$ cat config.mk
export PLATFORM = sky130hd
export DESIGN_NAME = wino_tile_scheduler
export DESIGN_NICKNAME = d
export VERILOG_FILES = /design/src/rtl/wino_tile_scheduler.sv
export SDC_FILE = /design/constraint.sdc
export NUM_CORES = 1
export LEC_CHECK = 0
export ABC_AREA = 1
export BUFFER_PORTS_ARGS = -buffer_cell sky130_fd_sc_hd__buf_4
export CAP_MARGIN = 20
export CORE_MARGIN = 5
export CORE_UTILIZATION = 60
export DETAILED_ROUTE_END_ITERATION = 12
export PLACE_DENSITY = 0.86
export SLEW_MARGIN = 10
export SYNTH_ARGS = -nofsm -noshare
export SYNTH_HDL_FRONTEND = slang
export SYNTH_SLANG_ARGS = --single-unit
$ cat constraint.sdc
create_clock -name clk -period 4.68 [get_ports clk]
set_input_delay 0.234 -clock clk [delete_from_list [all_inputs] [get_ports clk]]
set_output_delay 0.234 -clock clk [all_outputs]
set_load 0.02 [all_outputs]
$ cat src/rtl/wino_tile_scheduler.sv
// wino_tile_scheduler
// Walks the Winograd input-tile data controller through one layer pass.
// Each input channel id from 0 to total_id-1 gets one handshake:
// prepare -> ready -> start -> finished.
// The block also drives the PE-array qualifiers and reports status
// (busy, done, error, busy-cycle count).
//
// Build option: define WINO_SCHED_WATCHDOG_EN to add a watchdog on the two
// wait states. With it, a wait lasting WDOG_MAX cycles sets err_o and the
// pass returns to IDLE. Without it, the wait states wait indefinitely.
//
// Two copies of the geometry are kept:
// - The cfg copy is written by cfg_wen_i while idle.
// - The active copy is loaded from the cfg copy when a run is accepted.
// A cfg write in the same cycle as an accepted run therefore only affects
// the next pass. The broadcast geometry never changes under a running pass.

module wino_tile_scheduler #(
  parameter int ID_W     = 4,
  parameter int BLK_W    = 8,
  parameter int WDOG_MAX = 255
) (
  input  logic             clk,
  input  logic             reset_n,
  // configuration side
  input  logic             cfg_wen_i,
  input  logic [ID_W-1:0]  cfg_total_id_i,
  input  logic [BLK_W-1:0] cfg_block_width_i,
  input  logic [BLK_W-1:0] cfg_block_height_i,
  input  logic             run_i,
  input  logic             abort_i,
  output logic             busy_o,
  output logic             done_o,
  output logic             err_o,
  output logic [31:0]      busy_cycles_o,
  // input data controller side
  output logic [ID_W-1:0]  input_id_o,
  output logic [BLK_W-1:0] block_width_o,
  output logic [BLK_W-1:0] block_height_o,
  output logic             input_prepare_o,
  output logic             input_start_o,
  input  logic             input_ready_i,
  input  logic             input_finished_i,
  // PE array qualifiers
  output logic             pe_acc_clear_o,
  output logic             pe_last_id_o
);

  localparam logic [2:0] S_IDLE     = 3'd0;
  localparam logic [2:0] S_PREP     = 3'd1;
  localparam logic [2:0] S_WAIT_RDY = 3'd2;
  localparam logic [2:0] S_START    = 3'd3;
  localparam logic [2:0] S_WAIT_FIN = 3'd4;
  localparam logic [2:0] S_DONE     = 3'd5;

  localparam logic [ID_W-1:0] ID_ONE  = ID_W'(1);
  localparam logic [ID_W-1:0] ID_ZERO = '0;

  logic [2:0]       state;
  logic [2:0]       state_next;

  // geometry written by the configuration port
  logic [ID_W-1:0]  cfg_total;
  logic [BLK_W-1:0] cfg_width;
  logic [BLK_W-1:0] cfg_height;

  // geometry in use by the current (or last) pass
  logic [ID_W-1:0]  act_total;
  logic [BLK_W-1:0] act_width;
  logic [BLK_W-1:0] act_height;

  logic [ID_W-1:0]  id;
  logic             err;
  logic [31:0]      busy_cycles;

  logic             busy;
  logic             cfg_ok;
  logic             run_accept;
  logic             run_reject;
  logic             abort_hit;
  logic             last_id_hit;
  logic             wdog_expire;
  logic             timeout_hit;
  logic             id_advance;

  assign busy        = (state != S_IDLE);
  assign cfg_ok      = (cfg_total != ID_ZERO) && (cfg_width != '0) && (cfg_height != '0);
  assign run_accept  = (state == S_IDLE) && run_i && cfg_ok;
  assign run_reject  = (state == S_IDLE) && run_i && !cfg_ok;
  assign abort_hit   = busy && abort_i;
  // The total_id-1 compare wraps in ID_W bits on purpose.
  // total_id is never 0 inside a pass, so the wrap cannot alias.
  assign last_id_hit = (id == (act_total - ID_ONE));

  // A watchdog expiry only counts when the awaited response has not arrived in the same cycle.
  // An abort in that cycle takes precedence and leaves err untouched.
  assign timeout_hit = !abort_hit && wdog_expire &&
                       (((state == S_WAIT_RDY) && !input_ready_i) ||
                        ((state == S_WAIT_FIN) && !input_finished_i));

  assign id_advance  = !abort_hit && (state == S_WAIT_FIN) && input_finished_i && !last_id_hit;

`ifdef WINO_SCHED_WATCHDOG_EN
  // Counter is at least 8 bits wide, wider only if WDOG_MAX needs it.
  localparam int WDOG_W = (WDOG_MAX > 255) ? $clog2(WDOG_MAX + 1) : 8;
  localparam logic [WDOG_W-1:0] WDOG_LAST = WDOG_W'(WDOG_MAX - 1);

  logic [WDOG_W-1:0] wdog_cnt;
  logic              waiting;

  assign waiting     = (state == S_WAIT_RDY) || (state == S_WAIT_FIN);
  // wdog_cnt holds the number of cycles already spent in this wait state.
  // The timeout therefore fires on the WDOG_MAX-th cycle of the wait.
  assign wdog_expire = waiting && (wdog_cnt == WDOG_LAST);

  // Restart the watchdog on every state entry; count only while waiting.
  always_ff @(posedge clk or negedge reset_n) begin
    if (!reset_n) begin
      wdog_cnt <= '0;
    end else if (state_next != state) begin
      wdog_cnt <= '0;
    end else if (waiting) begin
      wdog_cnt <= wdog_cnt + WDOG_W'(1);
    end
  end
`else
  assign wdog_expire = 1'b0;

  // No timeout logic in this build.
  // WDOG_MAX is still referenced here so both builds accept the same parameter set.
  if (WDOG_MAX < 1) begin : g_wdog_unused
  end
`endif

  // Next-state selection; abort overrides every other transition.
  always_comb begin
    state_next = state;
    if (abort_hit) begin
      state_next = S_IDLE;
    end else begin
      case (state)
        S_IDLE: begin
          if (run_accept) begin
            state_next = S_PREP;
          end
        end
        S_PREP: begin
          state_next = S_WAIT_RDY;
        end
        S_WAIT_RDY: begin
          if (input_ready_i) begin
            state_next = S_START;
          end else if (timeout_hit) begin
            state_next = S_IDLE;
          end
        end
        S_START: begin
          state_next = S_WAIT_FIN;
        end
        S_WAIT_FIN: begin
          if (input_finished_i) begin
            state_next = last_id_hit ? S_DONE : S_PREP;
          end else if (timeout_hit) begin
            state_next = S_IDLE;
          end
        end
        S_DONE: begin
          state_next = S_IDLE;
        end
        default: begin
          state_next = S_IDLE;
        end
      endcase
    end
  end

  // State register.
  always_ff @(posedge clk or negedge reset_n) begin
    if (!reset_n) begin
      state <= S_IDLE;
    end else begin
      state <= state_next;
    end
  end

  // Configuration copy: writable only while idle.
  always_ff @(posedge clk or negedge reset_n) begin
    if (!reset_n) begin
      cfg_total  <= '0;
      cfg_width  <= '0;
      cfg_height <= '0;
    end else if ((state == S_IDLE) && cfg_wen_i) begin
      cfg_total  <= cfg_total_id_i;
      cfg_width  <= cfg_block_width_i;
      cfg_height <= cfg_block_height_i;
    end
  end

  // Active geometry: snapshot of the pre-write cfg copy at run acceptance.
  always_ff @(posedge clk or negedge reset_n) begin
    if (!reset_n) begin
      act_total  <= '0;
      act_width  <= '0;
      act_height <= '0;
    end else if (run_accept) begin
      act_total  <= cfg_total;
      act_width  <= cfg_width;
      act_height <= cfg_height;
    end
  end

  // Channel id: cleared on run, advanced on each non-final finished.
  always_ff @(posedge clk or negedge reset_n) begin
    if (!reset_n) begin
      id <= '0;
    end else if (run_accept) begin
      id <= '0;
    end else if (id_advance) begin
      id <= id + ID_ONE;
    end
  end

  // Sticky error flag.
  // Set by an illegal run or a watchdog timeout; cleared by an accepted run.
  always_ff @(posedge clk or negedge reset_n) begin
    if (!reset_n) begin
      err <= 1'b0;
    end else if (run_accept) begin
      err <= 1'b0;
    end else if (run_reject || timeout_hit) begin
      err <= 1'b1;
    end
  end

  // Busy-cycle counter: restarts per pass, saturates, holds while idle.
  always_ff @(posedge clk or negedge reset_n) begin
    if (!reset_n) begin
      busy_cycles <= '0;
    end else if (run_accept) begin
      busy_cycles <= '0;
    end else if (busy && (busy_cycles != 32'hFFFF_FFFF)) begin
      busy_cycles <= busy_cycles + 32'd1;
    end
  end

  // Outputs are either registers or decodes of the registered state,
  // so no input reaches an output combinationally.
  assign busy_o          = busy;
  assign done_o          = (state == S_DONE);
  assign err_o           = err;
  assign busy_cycles_o   = busy_cycles;
  assign input_id_o      = id;
  assign block_width_o   = act_width;
  assign block_height_o  = act_height;
  assign input_prepare_o = (state == S_PREP);
  assign input_start_o   = (state == S_START);
  assign pe_acc_clear_o  = (state == S_START) && (id == ID_ZERO);
  assign pe_last_id_o    = busy && last_id_hit;

endmodule
Word-level counts from Yosys, hierarchy flattened. Cells that the tools add are included.

Bits in registers: 80. Memory bits (read-only): 0. Latch bits: 0. Input port bits: 27. Bits in writable memories: 0. Output and inout bits: 59. Memories kept: 0.

Bitwise operators: 0. $lt $le $gt $ge: 0. Add/sub/neg operators: 3. Multiply operators: 0. Muxes and demuxes: 12. Reduce and logical (&&, ||, !) cells: 26. Eq/ne operators: 10. Shift-type cells: 0. Divide/modulo/power cells: 0.

Operators by type and width (count): two-way mux 32 bit (2); adder 32 x 1 -> 32 bit (second input constant) (1); != test 32 bit (second input constant) (1); nonzero test 8 bit (2); two-way mux 3 bit (5); case mux 3 bit (5 select lines) (1); logical AND 1 bit (13); != test 3 bit (second input constant) (3); two-way mux 4 bit (2); == test 3 x 2 -> 1 bit (second input constant) (2); == test 3 bit (second input constant) (2); nonzero test 2 bit (3); adder 4 x 1 -> 4 bit (second input constant) (1); == test 4 bit (1); zero test 4 bit (1); nonzero test 4 bit (1); subtractor 4 x 1 -> 4 bit (second input constant) (1); == test 3 x 1 -> 1 bit (second input constant) (1); zero test 1 bit (3); zero test 3 bit (1); AND reduction 3 bit (1); nonzero test 3 bit (1); two-way mux 1 bit (2).

Longest topological paths before layout. Gate-level depths: netlist of run 1.

Depth after elaboration: 8. Depth in mapped cells: 13. Gate-level depth less buffers: 11.

Worst setup path after synthesis of run 1. OpenSTA, ideal clock, no wires.

Path kind: register to output. From: register state[2]. To: output pe_acc_clear_o. Path slack: 2.715 ns. Stages on the path, launching flop included: 4. Data arrival time: 1.731 ns. Buffers on the path: 0. Path through: dfrtp_1 -> nor3_1 -> inv_1 -> nor4_1.

Longest elaborated chain between the ends: 2.

Ends and longest elaborated chain: start, declared (RTL line 59) `logic [2:0] state;`; start signal, assigned (RTL line 182) `state <= state_next;`; == test 3 x 2 -> 1 bit; named net input_start_o (RTL line 41) `output logic input_start_o,`; logical AND 1 bit (RTL line 257) `assign pe_acc_clear_o = (state == S_START) && (id == ID_ZERO);`; end, declared (RTL line 45) `output logic pe_acc_clear_o,`.

The timed path passes the listed nets, and every way through them passes these cells.

Worst setup path in the final report of run 1.
From: register busy_cycles[0] (netlist: busy_cycles_o[0]). To: register busy_cycles[29] (netlist: busy_cycles_o[29]).

Longest elaborated chain between the ends: 3.

Ends and longest elaborated chain: start, declared (RTL line 74) `logic [31:0] busy_cycles;`; start signal, assigned (RTL line 242) `busy_cycles <= busy_cycles + 32'd1;`; adder 32 x 1 -> 32 bit / != test 32 bit (equally long branches) (RTL line 242, 241); two-way mux 32 bit / logical AND 1 bit (equally long branches) (RTL line 241) `end else if (busy && (busy_cycles != 32'hFFFF_FFFF)) begin`; two-way mux 32 bit / nonzero test 2 bit (equally long branches).

Several ways; a longest one is shown, not always the timed one. The select of a mux whose other input is x is not followed. A chain may end at the register's enable or synchronous reset.

==> key figures, run 1 <==
Route
  – Via count: a little over 4000
  – DR vias/cell: 5.21
  – 1st-iter DRT viols: 236
  – Pre-Repair DR Iteration Count: 4
  – ANT nets after route: 0
  – WL/cell: between 10 and 15 um
  – WL final: 10.9 mm
  – # DRC: 0

Critical path
  – Slowest cell delay on critical path: 0.44 ns
  – Crit Path Class: reg2reg
  – CP Launch Type: register
  – Reg2reg setup slack: 2.33 ns
  – CP max-delay cell: dfrtp_1
  – Crit path DAT: 2.55 ns
  – Crit path top cell by count: nand2_2
  – Worst path required time: 4.89 ns
  – R2R depth: 10
  – Cell Chain, Critical Path: ha_1 -> inv_2 -> nor2_4 -> nand2_2 -> nor2_4 -> nand2_2 -> nand2_2 -> nand2_4 -> clkinv_2 -> o21ai_0
  – Worst setup EP type: register
  – Crit Path Max Fanout: 48

Global route
  – Overflow after GRT: 0
  – First-pass GRT wire length: 17.9 mm
  – Maximum number of pins on one net before global-route repair: between 80 and 90
  – Initial antenna violation count: 0
  – Total GRT Usage: 0.253
  – Vias in the first global route: 3891

STA
  – Count of final setup violators: 0
  – Endpoints failing hold: 0
  – Count of pins over their slew limit: 0
  – Max Freq: between 400 and 500 MHz
  – Worst-Margin Slew: between 0.7 and 0.8 ns
  – RSZ-0062 raised after global routing: false
  – Fin Setup TNS: 0 ns
  – Relative slew slack: 0.507
  – Tcrit/Tclk final: 0.501
  – Final Critical Period: approximately 2.3 ns
  – Hold_ws: roughly 0.11 ns
  – Final Skew: 0.0132 ns

Clock tree
  – H-Tree Depth: 3
  – Post-cts resize count: 0
  – CTS clock-pin slew for the worst setup and hold paths: 0.09 ns
  – CTS sink cnt: 80
  – Clk_lat worst skew: 0.36 ns
  – CTS tree: done
  – CTS root buffer: clkbuf_8
  – Num CTS Buffers: 9
  – Clock buffer depth: 2

Pwr
  – Power per cell area: roughly 520 nW/um^2
  – Peak VDD IR: between 0.0003 and 0.0004 V
  – Leakage: 2.62 nW
  – PnR Total Power: 0.00275 W

Synth
  – Number of unique standard cell types used by synthesis: 28
  – Post-synth EDFFs: 0
  – Primary FF master, synth: dfrtp_1
  – Gate Count Post-Synth: 601
  – Net Count, Synth: ~630
  – Netlist Area Pre-Place: 4380 sq um
  – Syn avg cell area: about 7.3 sq um
  – Async SR Flop Fraction: 1.00
  – Post-synthesis sequential area ratio: 0.458
  – YS warnings: 0
  – Synthesized flop and latch total: 80

Placed design
  – # placed instances: 768
  – Dpl hpwl: 7.83 mm
  – PortBufs: 85
  – Final RePlAce weighted congestion: 0.958

Min path
  – Hold depth: 3
  – Class of the worst hold path: in2reg

Final layout
  – Most frequent cells in the layout: nand2_1, buf_4, nor2_1
  – Post-route insts no fill: 787
  – Inserted Diodes: 0
  – Area Growth Syn to Fin: 21.6%
  – Leading cell type in the layout, fill and taps excluded: nand2_1
  – Final Core Density: 0.742
  – Fillers: just under 600
  – Share of cells above drive strength 1: 0.185
  – Net count, final: ~710

Die
  – Die height: 95.4 um
  – # rows: 31
  – Die Wd: 95.4 um
  – I/O pins: 86
  – Core Region: roughly 7000 sq um
  – Die ar.: 9100 sq um
  – Initial Util: 0.610

Flow run
  – Max-cap violation count: 0

Status
  – Status: completed
[critical path, delay by kind of cell, from the launching register on]
kind | cells | cell delay (ns)
flip-flops | 1 | 0.44
AND/OR/NAND/NOR | 6 | 0.68
AO/OA/AOI/OAI | 1 | 0.23
adder cells (fa/ha/maj) | 1 | 0.31
buffers and inverters | 2 | 0.51
[kinds of logic (layout without fill, tap and decap cells)]
family | after synthesis | count (layout) | synth area share
DFF | 80 | 80 | 0.458
adders and majority gates | 4 | 4 | 0.0114
and+or+nand+nor | 357 | 357 | 0.343
AOI/OAI and AO/OA | 62 | 62 | 0.0761
xor gates and xnor gates | 16 | 16 | 0.0320
buffers and inverters | 82 | 169 | 0.0795
[layer usage]
layer / global-route usage / vias to the layer above / share of wire
li1: - / 2044 / -
met1: 0.318 / 1911 / 0.42
met2: 0.439 / 135 / 0.51
met3: 0.0458 / 14 / 0.058
met4: 0.0877 / 0 / 0.015
met5: 0 / - / 0
[power breakdown]
group          internal [W]  switching, W  leakage (nW)
clock              0.000306      0.000276         0.104
sequential         0.000902      0.000134          1.01
combinational      0.000386      0.000743          1.51
total               0.00159       0.00115          2.62
[synthesized netlist by cell type (2+ instances only)]
| cell type | number | area share |
|---|---|---|
| nand2_1 | 191 | 0.16 |
| or2_2 | 5 | 0.0071 |
| a21oi_1 | 20 | 0.023 |
| ha_1 | 4 | 0.011 |
| xor2_1 | 10 | 0.020 |
| o21ai_0 | 36 | 0.041 |
| nand4_1 | 4 | 0.0057 |
| nand3b_1 | 7 | 0.012 |
| buf_6 | 2 | 0.0051 |
| buf_2 | 3 | 0.0034 |
| dfrtp_1 | 80 | 0.46 |
| xnor2_1 | 6 | 0.012 |
| nor3_1 | 6 | 0.0069 |
| o21ai_2 | 6 | 0.012 |
| nand3_1 | 48 | 0.055 |
| inv_1 | 62 | 0.053 |
| nor2_1 | 85 | 0.073 |
| clkbuf_1 | 11 | 0.0094 |
| nand2_2 | 5 | 0.0071 |
| nor2_4 | 2 | 0.0051 |
[worst paths after layout]
kind / start / to
min in group asynchronous: reset_n / busy_cycles_o[23]
min: cfg_block_width_i[4] / cfg_width[4]
max in group asynchronous: reset_n / cfg_height[2]
min reg2reg: block_width_o[0] / block_width_o[0]
max: busy_cycles_o[0] / busy_cycles_o[29]
max reg2reg: busy_cycles_o[0] / busy_cycles_o[29]
[flip-flops by register name, indices dropped and copies added, names as in the netlist, 3 cells and up]
name / count
cfg_width: 8
cfg_height: 8
act_total: 4
busy_cycles_o: 32
state: 3
block_width_o: 8
block_height_o: 8
cfg_total: 4
input_id_o: 4
[what timing repair did]
action / 4_1_cts / 5_1_grt
setup buffers: 0 / 0
hold endpoints to repair: 0 / 35
setup endpoints to repair: 0 / 0
hold buffers: 0 / 1
[through the flow]
stage          area, sq um  worst slack (ns)
2_1_floorplan         4380              2.72
3_3_place_gp          5040              2.50
3_5_place_dp          5040              2.39
4_1_cts               5270              2.37
5_1_grt               5320              2.17
6_report              5320              2.33
[final cells by class]
cell class	count	area, sq um	area share
multi-input combinational	439	2030	0.381
tap	99	124	0.0233
clock inverter	7	103	0.0193
inverter	64	241	0.0454
sequential	80	2000	0.376
timing repair buffer	89	703	0.132
clock buffer	9	124	0.0233
Power figures use the tool's default switching activity.
==> run 2, diff against run 1 <==
--- a/config.mk
+++ b/config.mk
@@ -9,9 +9,9 @@
 export BUFFER_PORTS_ARGS = -buffer_cell sky130_fd_sc_hd__buf_4
 export CAP_MARGIN = 20
 export CORE_MARGIN = 5
-export CORE_UTILIZATION = 60
+export CORE_UTILIZATION = 50
 export DETAILED_ROUTE_END_ITERATION = 12
-export PLACE_DENSITY = 0.86
+export PLACE_DENSITY = 0.76
 export SLEW_MARGIN = 10
 export SYNTH_ARGS = -nofsm -noshare
 export SYNTH_HDL_FRONTEND = slang
==> constraint.sdc (replaced) <==
create_clock -name clk -period 2.05 [get_ports clk]
set_input_delay 0.1025 -clock clk [delete_from_list [all_inputs] [get_ports clk]]
set_output_delay 0.1025 -clock clk [all_outputs]
set_load 0.02 [all_outputs]
==> run 2 against run 1 <==
- sequential share of layout area shrank 1.6 points
- core utilization is 9.8 points lower
- combinational power grew to 2.5 times the previous value
- die area increased by 18%
- final cell count grew 4.3%
- register-to-register slack lost 2.1 ns
- critical path depth down 1
- global-route usage shrank 4.3 points
- critical endpoint is now pe_last_id_o
- cell area grew 4.4%
- worst hold slack got worse by 0.10 ns
- power increased by 130%
==> key figures, run 2 (synthesis results as in run 1) <==
Route
  – Max layer used: met4 (unchanged)
  – # DRC: 0 (unchanged)
  – Via count: 4195 (was 4104)
  – DR vias/cell: 5.11 (was 5.21)
  – M1 WL: 4.82 mm (was 4.57 mm)
  – 1st-iter DRT viols: 272 (was 236)
  – Met3 WL: 699 um (was 635 um)
  – Pre-Repair DR Iteration Count: 7 (was 4)
  – ANT nets after route: 0 (unchanged)
  – Routed met2 length: 5.38 mm (was 5.55 mm)
  – WL final: 11.1 mm (was 10.9 mm)
  – WL/cell: 13.5 um (was 13.9 um)

Final layout
  – Share of cells above drive strength 1: 0.206 (was 0.185)
  – Inserted Diodes: 0 (unchanged)
  – Finished Cell Area: 5560 sq um (was 5320 sq um)
  – Area Growth Syn to Fin: 27.1% (was 21.6%)
  – Net count, final: 739 (was 714)
  – Largest register FFs: 32 (unchanged)
  – Multi-input gate area: 2060 sq um (was 2030 sq um)
  – Register area: 2000 sq um (unchanged)
  – Leading cell type in the layout, fill and taps excluded: nand2_1 (unchanged)
  – Most frequent cells in the layout: nand2_1, buf_4, nor2_1 (unchanged)
  – Fillers: 753 (was 580)

Status
  – Status: completed (unchanged)

Die
  – # rows: 34 (was 31)
  – Die height: 104 um (was 95.4 um)
  – Die ar.: 10700 sq um (was 9100 sq um)
  – I/O pins: 86 (unchanged)
  – Die Wd: 104 um (was 95.4 um)
  – Initial Util: 0.507 (was 0.610)
  – Core Region: 8640 sq um (was 7180 sq um)

Min path
  – Min-delay src: cfg_block_width_i[1] (was cfg_block_width_i[4])
  – Class of the worst hold path: in2reg (unchanged)

Clock tree
  – CTS clock-pin slew for the worst setup and hold paths: 0.09 ns (about the same)
  – Clock buffer depth: 2 (unchanged)
  – Num CTS Buffers: 9 (unchanged)
  – CTS tree: done (unchanged)
  – Clk_lat worst skew: 0.36 ns (about the same)
  – CTS sink cnt: 80 (unchanged)
  – CTS root buffer: clkbuf_8 (unchanged)
  – H-Tree Depth: 3 (unchanged)

STA
  – Tcrit/Tclk final: 0.955
  – Relative slew slack: 0.645 (was 0.507)
  – Fin Setup TNS: 0 ns (unchanged)
  – Max Freq: about 510 MHz
  – Final Critical Period: 1.96 ns
  – Endpoints failing hold: 0 (unchanged)
  – Count of pins over their slew limit: 0 (unchanged)
  – Count of final setup violators: 0 (unchanged)
  – RSZ-0062 raised after global routing: true (was false)
  – Final WS setup: 0.0918 ns (was 2.33 ns)
  – Worst-Margin Slew: 0.528 ns (was 0.739 ns)
  – Final Skew: 0.0145 ns (was 0.0132 ns)

Placed design
  – Place WS: 0.208 ns (was 2.39 ns)
  – Area after DPL: 5180 sq um (was 5040 sq um)
  – PortBufs: 85 (unchanged)
  – Final RePlAce weighted congestion: 0.887 (was 0.958)
  – Dpl hpwl: 8.12 mm (was 7.83 mm)

Pwr
  – Power per cell area: 1140 nW/um^2 (was 516 nW/um^2)
  – Leakage: 2.73 nW (was 2.62 nW)
  – PnR Total Power: 0.00633 W (was 0.00275 W)
  – Peak VDD IR: 0.000790 V (was 0.000380 V)

Critical path
  – Worst setup EP type: output port (was register)
  – Worst setup path startpoint: act_total[0] (was busy_cycles_o[0])
  – Worst setup path end: pe_last_id_o (was busy_cycles_o[29])
  – FF-to-FF End: busy_cycles_o[29] (unchanged)
  – Worst r2r src: busy_cycles_o[1] (was busy_cycles_o[0])
  – Worst path required time: 1.95 ns (was 4.89 ns)
  – Crit Path Max Fanout: 5 (was 48)
  – Crit Path Class: reg2out (was reg2reg)
  – Crit path DAT: 1.86 ns (was 2.55 ns)
  – R2R depth: 11 (was 10)
  – Reg2reg setup slack: 0.20 ns (was 2.33 ns)
  – CP Launch Type: register (unchanged)

Global route
  – Maximum number of pins on one net before global-route repair: 49 (was 81)
  – Vias in the first global route: 4079 (was 3891)
  – Overflow after GRT: 0 (unchanged)
  – First-pass GRT wire length: 19.0 mm (was 17.9 mm)
  – Initial antenna violation count: 0 (unchanged)
  – Total GRT Usage: 0.211 (was 0.253)

Flow run
  – Max-cap violation count: 0 (unchanged)
==> run 2: changes by cell type in the layout (fill, tap and decap cells not counted), moves of 2 or more <==
cell	change
bufinv_16	-2
nor2_2	+3
nor2_1	-3
buf_12	+3
inv_2	+2
clkinv_4	+2
inv_1	-2
buf_4	+10
dlygate4sd3_1	+12
==> run 2: final cells by class <==
type	count	area share
multi-input combinational	439	0.370
sequential	80	0.360
timing repair buffer	114	0.169
inverter	64	0.0434
tap	108	0.0243
clock buffer	10	0.0230
clock inverter	6	0.00945
==> run 2: power breakdown <==
group / internal (W) / total (W) / switching [W]
registers: 0.00206 / 0.00236 / 0.000299
logic: 0.00109 / 0.00288 / 0.00179
clock network: 0.000457 / 0.00109 / 0.000632
total: 0.00361 / 0.00633 / 0.00272
==> run 2: timing repair <==
action | in CTS | in global routing
gates resized for setup | 2 | 9
endpoints found under the setup margin | 1 | 10
pin swaps | 0 | 5
endpoints found under the hold margin | 47 | 0
gates cloned | 0 | 0
setup buffers | 1 | 3
hold buffers | 13 | 0
==> run 2: metrics by stage <==
stage | std cells | hold WS, ns | util
final | 821 | 0.00747 | 0.644
after global routing | 821 | 0.0130 | 0.644
after CTS | 818 | 0.000936 | 0.637
after detailed placement | 788 | 0.0908 | 0.600
after global placement | 788 | 0.0910 | 0.600
after floorplan | 601 | -0.193 | -
==> run 2: worst min path at each step <==
stage,to,depth (start not counted)
2_1_floorplan,act_total[0],0
3_3_place_gp,busy_cycles_o[23],1
3_5_place_dp,busy_cycles_o[23],1
4_1_cts,cfg_width[1],3
5_1_grt,cfg_height[2],3
6_report,cfg_width[1],3
==> run 2: worst max-delay path, stage by stage, from the launching register on <==
cell and delay (ns):
dfrtp_1 0.40, inv_2 0.07, ha_4 0.16, or2_4 0.23, nand3b_1 0.08, nand2_1 0.06, nor2_2 0.14, nand2_2 0.10
nor2_2 0.13, buf_6 0.12
==> run 2: per-layer routing <==
metal  up-vias  GRT usage
met2       129      0.346
li1       2097          -
met1      1950      0.276
met4         0     0.0637
met3        19     0.0504
met5         -          0
